$ cat config.mk
export PLATFORM = sky130hd
export DESIGN_NAME = spi_gyro_responder_flat
export DESIGN_NICKNAME = d
export VERILOG_FILES = /design/src/rtl/spi_gyro_responder_if.sv /design/src/rtl/spi_gyro_responder.sv /design/src/flat_wrapper.sv
export SDC_FILE = /design/constraint.sdc
export NUM_CORES = 1
export LEC_CHECK = 0
export ABC_AREA = 1
export CORE_UTILIZATION = 30
export DETAILED_ROUTE_END_ITERATION = 6
export PLACE_DENSITY_LB_ADDON = 0.1
export SLEW_MARGIN = 15
export SYNTH_ARGS = -nofsm -noshare
export SYNTH_HDL_FRONTEND = slang
export SYNTH_SLANG_ARGS = --single-unit
$ cat constraint.sdc
create_clock -name clk -period 2 [get_ports clk]
set_input_delay 0.2 -clock clk [delete_from_list [all_inputs] [get_ports clk]]
set_output_delay 0.2 -clock clk [all_outputs]
set_load 0.02 [all_outputs]
$ cat src/rtl/spi_gyro_responder_if.sv
// SPI pin bundle between a gyro-style SPI master and the register-file responder.
interface spi_gyro_responder_if;
   logic sclk;
   logic cs;
   logic mosi;
   logic miso;
   logic miso_oe;

   modport master (output sclk, output cs, output mosi, input miso, input miso_oe);
   modport slave  (input sclk, input cs, input mosi, output miso, output miso_oe);
endinterface

$ cat src/rtl/spi_gyro_responder.sv
// SPI mode-3 slave modelling the L3G4200D register interface of the Pmod GYRO.
// Axis samples are snapshotted at chip-select fall so burst reads stay coherent.
module spi_gyro_responder #(
   parameter logic [7:0] WHO_AM_I_VAL = 8'hD3,
   parameter logic [7:0] CTRL1_RST    = 8'h07
) (
   input  logic                 clk,
   input  logic                 rst,
   spi_gyro_responder_if.slave  spi,
   input  logic                 sample_valid,
   input  logic [15:0]          x_sample,
   input  logic [15:0]          y_sample,
   input  logic [15:0]          z_sample,
   output logic [7:0]           ctrl_reg1,
   output logic                 frame_done
);
   localparam int unsigned BYTE_W   = 8;
   localparam int unsigned ADDR_W   = 6;
   localparam int unsigned CNT_W    = 3;
   localparam int unsigned NUM_CTRL = 5;
   localparam int unsigned SAMPLE_W = 48;

   localparam logic [ADDR_W-1:0] A_WHO_AM_I = 6'h0F;
   localparam logic [ADDR_W-1:0] A_CTRL1    = 6'h20;
   localparam logic [ADDR_W-1:0] A_CTRL5    = 6'h24;
   localparam logic [ADDR_W-1:0] A_STATUS   = 6'h27;
   localparam logic [ADDR_W-1:0] A_OUT_X_L  = 6'h28;
   localparam logic [ADDR_W-1:0] A_OUT_Z_H  = 6'h2D;

   typedef enum logic [2:0] {
      ST_IDLE,
      ST_CMD,
      ST_WR_DATA,
      ST_RD_DATA,
      ST_WAIT_CS
   } state_e;

   state_e                            state_q, state_d;
   logic [2:0]                        sclk_sync_q, sclk_sync_d;
   logic [2:0]                        cs_sync_q, cs_sync_d;
   logic [1:0]                        mosi_sync_q, mosi_sync_d;
   logic [CNT_W-1:0]                  bit_cnt_q, bit_cnt_d;
   logic [BYTE_W-2:0]                 sh_in_q, sh_in_d;
   logic [BYTE_W-1:0]                 sh_out_q, sh_out_d;
   logic [ADDR_W-1:0]                 addr_q, addr_d;
   logic                              ms_q, ms_d;
   logic                              rd_2d_q, rd_2d_d;
   logic                              miso_q, miso_d;
   logic                              miso_oe_q, miso_oe_d;
   logic                              frame_done_q, frame_done_d;
   logic                              zyxda_q, zyxda_d;
   logic [NUM_CTRL-1:0][BYTE_W-1:0]   ctrl_q, ctrl_d;
   logic [SAMPLE_W-1:0]               live_q, live_d;
   logic [SAMPLE_W-1:0]               snap_q, snap_d;

   logic              sclk_rise, sclk_fall, cs_rise, cs_fall, last_bit;
   logic [BYTE_W-1:0] byte_in;
   logic [BYTE_W-1:0] rd_byte;
   logic [ADDR_W-1:0] next_addr;

   // Register-file read mux; OUT_* bytes come from the per-transaction snapshot.
   function automatic logic [BYTE_W-1:0] reg_read(
      input logic [ADDR_W-1:0]               a,
      input logic [SAMPLE_W-1:0]             snap,
      input logic [NUM_CTRL-1:0][BYTE_W-1:0] ctrl,
      input logic                            zyxda
   );
      logic [BYTE_W-1:0] v;
      v = '0;
      if (a == A_WHO_AM_I) begin
         v = WHO_AM_I_VAL;
      end else if (a >= A_CTRL1 && a <= A_CTRL5) begin
         v = ctrl[CNT_W'(a - A_CTRL1)];
      end else if (a == A_STATUS) begin
         v = {4'b0000, zyxda, 3'b000};
      end else if (a >= A_OUT_X_L && a <= A_OUT_Z_H) begin
         v = snap[{CNT_W'(a - A_OUT_X_L), 3'b000} +: BYTE_W];
      end
      return v;
   endfunction

   assign sclk_rise = sclk_sync_q[1] & ~sclk_sync_q[2];
   assign sclk_fall = ~sclk_sync_q[1] & sclk_sync_q[2];
   assign cs_rise   = cs_sync_q[1] & ~cs_sync_q[2];
   assign cs_fall   = ~cs_sync_q[1] & cs_sync_q[2];
   assign byte_in   = {sh_in_q, mosi_sync_q[1]};
   assign last_bit  = (bit_cnt_q == CNT_W'(7));
   assign next_addr = ms_q ? addr_q + ADDR_W'(1) : addr_q;

   always_comb begin
      sclk_sync_d  = {sclk_sync_q[1:0], spi.sclk};
      cs_sync_d    = {cs_sync_q[1:0], spi.cs};
      mosi_sync_d  = {mosi_sync_q[0], spi.mosi};
      state_d      = state_q;
      bit_cnt_d    = bit_cnt_q;
      sh_in_d      = sh_in_q;
      sh_out_d     = sh_out_q;
      addr_d       = addr_q;
      ms_d         = ms_q;
      rd_2d_d      = rd_2d_q;
      miso_d       = miso_q;
      miso_oe_d    = miso_oe_q;
      frame_done_d = 1'b0;
      ctrl_d       = ctrl_q;
      live_d       = live_q;
      snap_d       = snap_q;
      zyxda_d      = zyxda_q;
      rd_byte      = '0;

      if (sample_valid) begin
         live_d = {z_sample, y_sample, x_sample};
      end

      case (state_q)
         ST_IDLE: begin
            miso_oe_d = 1'b0;
            if (cs_fall) begin
               state_d   = ST_CMD;
               bit_cnt_d = '0;
               snap_d    = live_q;
               rd_2d_d   = 1'b0;
            end
         end
         ST_CMD: begin
            if (sclk_rise) begin
               sh_in_d   = byte_in[BYTE_W-2:0];
               bit_cnt_d = bit_cnt_q + CNT_W'(1);
               if (last_bit) begin
                  ms_d   = byte_in[6];
                  addr_d = byte_in[ADDR_W-1:0];
                  if (byte_in[7]) begin
                     rd_byte   = reg_read(byte_in[ADDR_W-1:0], snap_q, ctrl_q, zyxda_q);
                     sh_out_d  = rd_byte;
                     miso_d    = rd_byte[BYTE_W-1];
                     miso_oe_d = 1'b1;
                     state_d   = ST_RD_DATA;
                  end else begin
                     state_d = ST_WR_DATA;
                  end
               end
            end
         end
         ST_RD_DATA: begin
            // Each fall drives the current MSB, so the first fall re-drives the preloaded bit.
            if (sclk_fall) begin
               miso_d   = sh_out_q[BYTE_W-1];
               sh_out_d = {sh_out_q[BYTE_W-2:0], 1'b0};
            end
            if (sclk_rise) begin
               bit_cnt_d = bit_cnt_q + CNT_W'(1);
               if (last_bit) begin
                  if (addr_q == A_OUT_Z_H) begin
                     rd_2d_d = 1'b1;
                  end
                  addr_d   = next_addr;
                  rd_byte  = reg_read(next_addr, snap_q, ctrl_q, zyxda_q);
                  sh_out_d = rd_byte;
                  miso_d   = rd_byte[BYTE_W-1];
               end
            end
         end
         ST_WR_DATA: begin
            if (sclk_rise) begin
               sh_in_d   = byte_in[BYTE_W-2:0];
               bit_cnt_d = bit_cnt_q + CNT_W'(1);
               if (last_bit) begin
                  if (addr_q >= A_CTRL1 && addr_q <= A_CTRL5) begin
                     ctrl_d[CNT_W'(addr_q - A_CTRL1)] = byte_in;
                  end
                  addr_d = next_addr;
               end
            end
         end
         ST_WAIT_CS: begin
            miso_oe_d = 1'b0;
         end
         default: begin
            state_d = ST_IDLE;
         end
      endcase

      // Chip-select release ends any frame and drops a partial byte.
      if (cs_rise) begin
         state_d      = ST_IDLE;
         miso_oe_d    = 1'b0;
         miso_d       = 1'b1;
         frame_done_d = 1'b1;
         bit_cnt_d    = '0;
         if (rd_2d_q) begin
            zyxda_d = 1'b0;
         end
      end
      if (sample_valid) begin
         zyxda_d = 1'b1;
      end
   end

   // Synchronisers keep tracking the pins through reset so the post-reset state sees real cs.
   always_ff @(posedge clk) begin
      sclk_sync_q <= sclk_sync_d;
      cs_sync_q   <= cs_sync_d;
      mosi_sync_q <= mosi_sync_d;
   end

   always_ff @(posedge clk) begin
      if (rst) begin
         state_q      <= cs_sync_q[1] ? ST_IDLE : ST_WAIT_CS;
         bit_cnt_q    <= '0;
         sh_in_q      <= '0;
         sh_out_q     <= '0;
         addr_q       <= '0;
         ms_q         <= 1'b0;
         rd_2d_q      <= 1'b0;
         miso_q       <= 1'b1;
         miso_oe_q    <= 1'b0;
         frame_done_q <= 1'b0;
         zyxda_q      <= 1'b0;
         ctrl_q       <= {32'h0000_0000, CTRL1_RST};
         live_q       <= '0;
         snap_q       <= '0;
      end else begin
         state_q      <= state_d;
         bit_cnt_q    <= bit_cnt_d;
         sh_in_q      <= sh_in_d;
         sh_out_q     <= sh_out_d;
         addr_q       <= addr_d;
         ms_q         <= ms_d;
         rd_2d_q      <= rd_2d_d;
         miso_q       <= miso_d;
         miso_oe_q    <= miso_oe_d;
         frame_done_q <= frame_done_d;
         zyxda_q      <= zyxda_d;
         ctrl_q       <= ctrl_d;
         live_q       <= live_d;
         snap_q       <= snap_d;
      end
   end

   assign spi.miso    = miso_q;
   assign spi.miso_oe = miso_oe_q;
   assign ctrl_reg1   = ctrl_q[0];
   assign frame_done  = frame_done_q;
endmodule

$ cat src/flat_wrapper.sv
// flat-port wrapper written by rule: the top's interface ports become plain ports
module spi_gyro_responder_flat 
#(
   parameter logic [7:0] WHO_AM_I_VAL = 8'hD3,
   parameter logic [7:0] CTRL1_RST    = 8'h07
)
  (clk, rst, sample_valid, x_sample, y_sample, z_sample, ctrl_reg1, frame_done, spi_sclk, spi_cs, spi_mosi, spi_miso, spi_miso_oe);
  spi_gyro_responder_if spi_i ();
  input  logic clk;
  input  logic rst;
  input  logic sample_valid;
  input  logic [15:0] x_sample;
  input  logic [15:0] y_sample;
  input  logic [15:0] z_sample;
  output logic [7:0] ctrl_reg1;
  output logic frame_done;
  input wire logic [$bits(spi_i.sclk)-1:0] spi_sclk;
  input wire logic [$bits(spi_i.cs)-1:0] spi_cs;
  input wire logic [$bits(spi_i.mosi)-1:0] spi_mosi;
  output wire logic [$bits(spi_i.miso)-1:0] spi_miso;
  output wire logic [$bits(spi_i.miso_oe)-1:0] spi_miso_oe;
  assign spi_i.sclk = spi_sclk;
  assign spi_i.cs = spi_cs;
  assign spi_i.mosi = spi_mosi;
  assign spi_miso = spi_i.miso;
  assign spi_miso_oe = spi_i.miso_oe;
  spi_gyro_responder #(.WHO_AM_I_VAL(WHO_AM_I_VAL), .CTRL1_RST(CTRL1_RST)) u_core (.clk(clk), .rst(rst), .spi(spi_i), .sample_valid(sample_valid), .x_sample(x_sample), .y_sample(y_sample), .z_sample(z_sample), .ctrl_reg1(ctrl_reg1), .frame_done(frame_done));
endmodule
======== Yosys cells after proc, flatten, opt, wreduce, memory -nomap -nowiden ========
Index checks and enable logic that the tools add are counted.
storage, ports and cells
  flip-flop bits (word level) ............. 177
  input bits .............................. 54
  output and inout port bits .............. 11
  logic and storage cells ................. 166
cells by class
  add/subtract/negate cells ............... 7
  $lt $le $gt $ge ......................... 14
  equal/unequal tests ..................... 24
  shifts and indexed selects .............. 2
  mux-type cells .......................... 59
  bitwise operators ....................... 8
  reduce and logical (&&, ||, !) cells .... 31
operators with widths
  cell                 number
  $mux 8               17
  $shiftx 48x7->8      2
  $bmux 8 s3           2
  $bwmux 40            1
  $ge 6x6->1 const B   5
  $le 6x6->1 const B   5
  $mux 6               5
  $demux 8 s3          1
  $mux 3               8
  $ne 2x1->1 const B   10
  $eq 6x6->1 const B   3
  $mux 1               18
  $pmux 8 s2           1
  $reduce_and 4->1     4
  $sub 3x1->3 const B  5
  $reduce_bool 2->1    7
  $eq 6x4->1 const B   2
  $lt 3x4->1 const B   3
  $ne 4x2->1 const B   3
  $pmux 6 s2           1
  $reduce_and 5->1     2
  $pmux 3 s3           1
  $reduce_or 2->1      4
  $add 6x1->6 const B  1
  15 further kinds     34

======== Logic depth before layout (Yosys ltp) ========
  depth after elaboration ................. 11
  depth in mapped cells ................... 16
  depth with buffers taken out ............ 15

======== Least setup slack after synthesis ========
No wires, ideal clock.
  path type ............................... register -> register
  from .................................... register u_core.addr_q[0]
  to ...................................... register u_core.sh_out_q[3]
  library setup time ...................... 0.119 ns
  arrival time ............................ 1.894 ns
  required time ........................... 1.881 ns
  setup slack ............................. -0.013 ns
  stages on the path, launching flop included .. 13
  path buffers ............................ 0
  clock period less this slack ............ 2.013 ns
  path through ............................ dfxtp_1 -> inv_2 -> ha_1 -> o21ai_2 -> nand2_2 -> nand2_1 -> inv_2 -> nor3_4 -> nand3_1 -> nand2_1 -> nand2_1 -> nand2_1 -> a21oi_1
between the ends
  longest elaborated chain between the ends .. 11
  elaborated cells on any way between the ends .. 22
  classes of those cells .................. 3 x add/sub; 4 x order compare; 2 x eq/ne; 1 x shift; 10 x mux; 2 x reduce/logical
ends and longest elaborated chain
  what                                                  RTL line                                            source
  from (decl)                                           spi_gyro_responder.sv:45                            logic [ADDR_W-1:0] addr_q, addr_d;
  from (signal assigned)                                spi_gyro_responder.sv:226                           addr_q <= addr_d;
  $add 6x1->6                                           spi_gyro_responder.sv:88                            assign next_addr = ms_q ? addr_q + ADDR_W'(1) : addr_q;
  $mux 6 (*)                                            spi_gyro_responder.sv:88
  $sub 3x1->3, or another cell as far along             spi_gyro_responder.sv:73, spi_gyro_responder.sv:77
  $shiftx 48x7->8 or $logic_and 1x1->1 (tied branches)  spi_gyro_responder.sv:77, spi_gyro_responder.sv:76
  $mux 8                                                spi_gyro_responder.sv:76                            end else if (a >= A_OUT_X_L && a <= A_OUT_Z_H) begin
  $mux 8                                                spi_gyro_responder.sv:74                            end else if (a == A_STATUS) begin
  $mux 8                                                spi_gyro_responder.sv:72                            end else if (a >= A_CTRL1 && a <= A_CTRL5) begin
  $mux 8 (*)                                            spi_gyro_responder.sv:70                            if (a == A_WHO_AM_I) begin
  $mux 8 (*)                                            spi_gyro_responder.sv:151                           if (last_bit) begin
  $mux 8 (*)                                            spi_gyro_responder.sv:149                           if (sclk_rise) begin
  $pmux 8 s2 (*)                                        spi_gyro_responder.sv:114                           case (state_q)
  to (signal assigned)                                  spi_gyro_responder.sv:225                           sh_out_q <= sh_out_d;
  to (decl)                                             spi_gyro_responder.sv:44                            logic [BYTE_W-1:0] sh_out_q, sh_out_d;
Mark *: on every way between the ends. The rest lies on a longest branch, timed or not. The select of a mux whose other input is x is not followed.
A chain may end at the register's enable or synchronous reset.

======== Worst setup path after layout ========
  from .................................... register u_core.state_q[2]
  to ...................................... register u_core.snap_q[16]
between the ends
  longest elaborated chain between the ends .. 2
ends and longest elaborated chain
  what                        RTL line                   source
  from (decl)                 spi_gyro_responder.sv:38   state_e state_q, state_d;
  from (signal assigned)      spi_gyro_responder.sv:207  state_q <= cs_sync_q[1] ? ST_IDLE : ST_WAIT_CS;
  from (signal assigned)      spi_gyro_responder.sv:222  state_q <= state_d;
  $logic_not 3->1             spi_gyro_responder.sv:114
  $reduce_and 2->1 (no line)  -
  to (signal assigned)        spi_gyro_responder.sv:235  snap_q <= snap_d;
  to (decl)                   spi_gyro_responder.sv:54   logic [SAMPLE_W-1:0] snap_q, snap_d;
No other way between the ends.

==> impl_metrics.json <==
{
  "status": "finished clean",
  "p_leak_uw": 0.00438,
  "setup_ws_ns": 0.0831,
  "drtIter0Drc": 495,
  "design_area_sq_um": 11000,
  "final-hold-violation-count": 0,
  "crit_path_start_kind": "flop",
  "start_util_pct": 30.7,
  "num_vias": 8406,
  "synthSimpleGateAreaFrac_pct": 24.8,
  "wl_per_cell_um": 16.6,
  "post-route-drc-count": 0,
  "core-area_sq_um": 27900,
  "first_global_vias": 8043,
  "drive_above_1_share_pct": 14.4,
  "setup_viol": 0,
  "final_core_utilization_pct": 39.2,
  "synth-xor-area-share_pct": 0,
  "fp.dieArea_sq_um": 29200,
  "fin_hold_ws_ns": 0.123,
  "globalRouteTotalUtil_pct": 20.1,
  "numClockSinks": 177,
  "cts_root_buf": "clkbuf_16",
  "p_clk_share_pct": 35.9,
  "overflow": 0,
  "htreeDepth": 4,
  "die_w_um": 171,
  "slew_viol_final": 0,
  "synth_area_sq_um": 8570,
  "synth_fa_ha_area_share_pct": 1.02,
  "hp-class": "primary input to flop",
  "max_cap_violations": 0,
  "die_height_um": 171,
  "synth_top_family_by_area": "simple AND/OR/NAND/NOR gates",
  "tightest_slew_ns": 0.479,
  "synth_ff_type": "dfxtp_1",
  "syn_inst": 1230,
  "syn_avg_cell_area_sq_um": 6.97,
  "arrival_ns": 2.24,
  "antenna_cells": 0,
  "ys_types": 38,
  "synthMuxAreaShare_pct": 0,
  "first_pass_iters": 5,
  "hold_depth": 4,
  "syn-num-nets": 1291,
  "io-pin-count": 65,
  "p_per_area_nw_per_um2": 860,
  "fin_skew_ns": 0.0127,
  "yosys_register_bits": 177,
  "grt_max_degree": 87,
  "synth-compound-area-share_pct": 23.1,
  "synth_seq_area_share_pct": 41.7,
  "cts_buffer_depth": 2,
  "viasPerCell": 4.88,
  "gp_congestion": 0.900,
  "crit_type": "flop to flop",
  "async_flop_share_pct": 0,
  "nNetsFinal": 1394,
  "post-route-period-util_pct": 95.8,
  "nFillCells": 3047,
  "row_count": 61,
  "seqPwrFrac_pct": 42.9,
  "power_uw": 9430,
  "cts_tree": "yes",
  "place_ws_ns": -0.0526,
  "placed_cell_area_sq_um": 10200,
  "vdd_drop_max_v": 0.000507,
  "clock.fmax_ghz": 0.522,
  "slew_headroom_pct": 68.1,
  "area_delta_synth_final_pct": 27.9,
  "clock_latency_ns": 0.44,
  "postCtsHoldBufs": 0,
  "portBuffers": 64,
  "end_kind": "flop",
  "clkTransAtPathRegs_ns": 0.08,
  "power.switching_uw": 3100,
  "switching_share_pct": 32.9,
  "ys_warn_count": 0,
  "critPathMaxFanout": 34,
  "place_hpwl_um": 21600,
  "crit_required_ns": 2.32,
  "drt_wl_total_um": 28600,
  "comb_power_share_pct": 21.2,
  "period_minus_slack_ns": 1.92,
  "drtAntennaViolNets": 0,
  "numCtsBuffers": 17,
  "synth_edf_count": 3,
  "antenna_found_initial": 0,
  "intPower_uw": 6320,
  "grt_pass1_wl_um": 44800,
  "rsz0062_at_grt": "true",
  "r2r_cells": 7
}
[worst paths after layout]
check | to | from | slack [ns]
worst min register to register | u_core.mosi_sync_q[1] | u_core.mosi_sync_q[0] | 0.33
worst max-delay path | u_core.snap_q[16] | u_core.state_q[2] | 0.08
worst max register to register | u_core.snap_q[16] | u_core.state_q[2] | 0.08
worst min-delay path | u_core.bit_cnt_q[0] | rst | 0.12
[cells by family (layout without fill, tap and decap cells)]
logic type	after synthesis	in the layout
compound gates	350	350
fa+ha+maj	7	7
buf+inv	195	311
flops	177	177
simple gates	501	501
[registers in the layout, summed over array words and instances (netlist names)]
name,count
u_core.live_q,48
u_core.snap_q,48
u_core.ctrl_q,32
u_core.ctrl_reg1,8
u_core.sh_out_q,8
u_core.sh_in_q,7
u_core.addr_q,6
u_core.bit_cnt_q,3
u_core.cs_sync_q,3
u_core.sclk_sync_q,3
u_core.state_q,3
u_core.mosi_sync_q,2
u_core.frame_done,1
u_core.ms_q,1
u_core.rd_2d_q,1
u_core.spi.miso,1
u_core.spi.miso_oe,1
u_core.zyxda_q,1
[metrics by stage]
stage                     cells  TNS, ns
final                      1724        0
after global routing       1724   -0.163
after CTS                  1719  -0.0514
after detailed placement   1687   -0.125
after global placement     1687   -0.136
after floorplan            1230        0
[cells in the final DEF (no fill, tap or decap), types with 22 or more instances in the layout]
cell	count
buf_4	76
nand3_1	80
nand2_1	228
a21oi_1	129
clkdlybuf4s50_1	63
o21ai_0	138
inv_1	102
a211oi_1	22
nor2_1	150
dfxtp_1	171
[critical path, cell delays in order, from the launching register on]
cell and delay (ns):
edfxtp_1 0.43, buf_4 0.18, nor3_1 0.31, nand2_2 0.21
buf_12 0.22, buf_4 0.17, o21ai_0 0.20, a21oi_1 0.06
[cell type report]
class                      count  area [sq um]  share of cell area (%)
multi-input combinational    858          4280                    39.1
sequential                   177          3580                    32.7
timing repair buffer         162          1590                    14.5
tap                          378           473                    4.31
inverter                     116           439                    4.01
clock buffer                  18           429                    3.92
clock inverter                14           166                    1.52
timing repair inverter         1          7.51                  0.0685
[Yosys cell counts (5+ instances only)]
cell / number / area share, %
nor3_1: 6 / 0.35
o211ai_1: 9 / 0.79
a21oi_1: 132 / 7.7
a211oi_1: 22 / 1.9
nand4_1: 6 / 0.44
o21ai_1: 5 / 0.29
dfxtp_1: 174 / 41
buf_2: 12 / 0.70
a31oi_1: 6 / 0.44
o221ai_1: 13 / 1.3
nor2_1: 150 / 6.6
clkbuf_1: 53 / 2.3
o21ai_0: 145 / 8.5
a211oi_2: 5 / 0.73
nand2_1: 234 / 10
inv_1: 105 / 4.6
inv_2: 10 / 0.44
nand3_1: 83 / 4.8
ha_1: 7 / 1.0
buf_4: 13 / 1.1
nor2_4: 8 / 1.1
[power by group through the flow]
stage,Combinational [uW],Sequential (uW),Clock [uW]
2_1_floorplan,1070,4070,0
3_3_place_gp,1980,4130,0
3_5_place_dp,1970,4130,0
4_1_cts,1980,4050,3470
5_1_grt,2220,4090,3620
6_report,2000,4050,3380
[what timing repair did]
| item | CTS | global route |
|---|---|---|
| pin swaps | 1 | 5 |
| gates resized for setup | 2 | 36 |
| setup buffers | 0 | 4 |
| setup endpoints to repair | 8 | 14 |
| cloned | 0 | 1 |
| hold endpoints to repair | 0 | 0 |
[per-layer routing]
layer	vias up	GRT usage, %	part of all wire [%]
met5	-	0	0
met1	3941	26.8	48
li1	4305	-	-
met2	129	33.3	48
met3	31	2.75	2.7
met4	0	6.72	2.1
No activity file was read; power rests on OpenSTA's default activity.
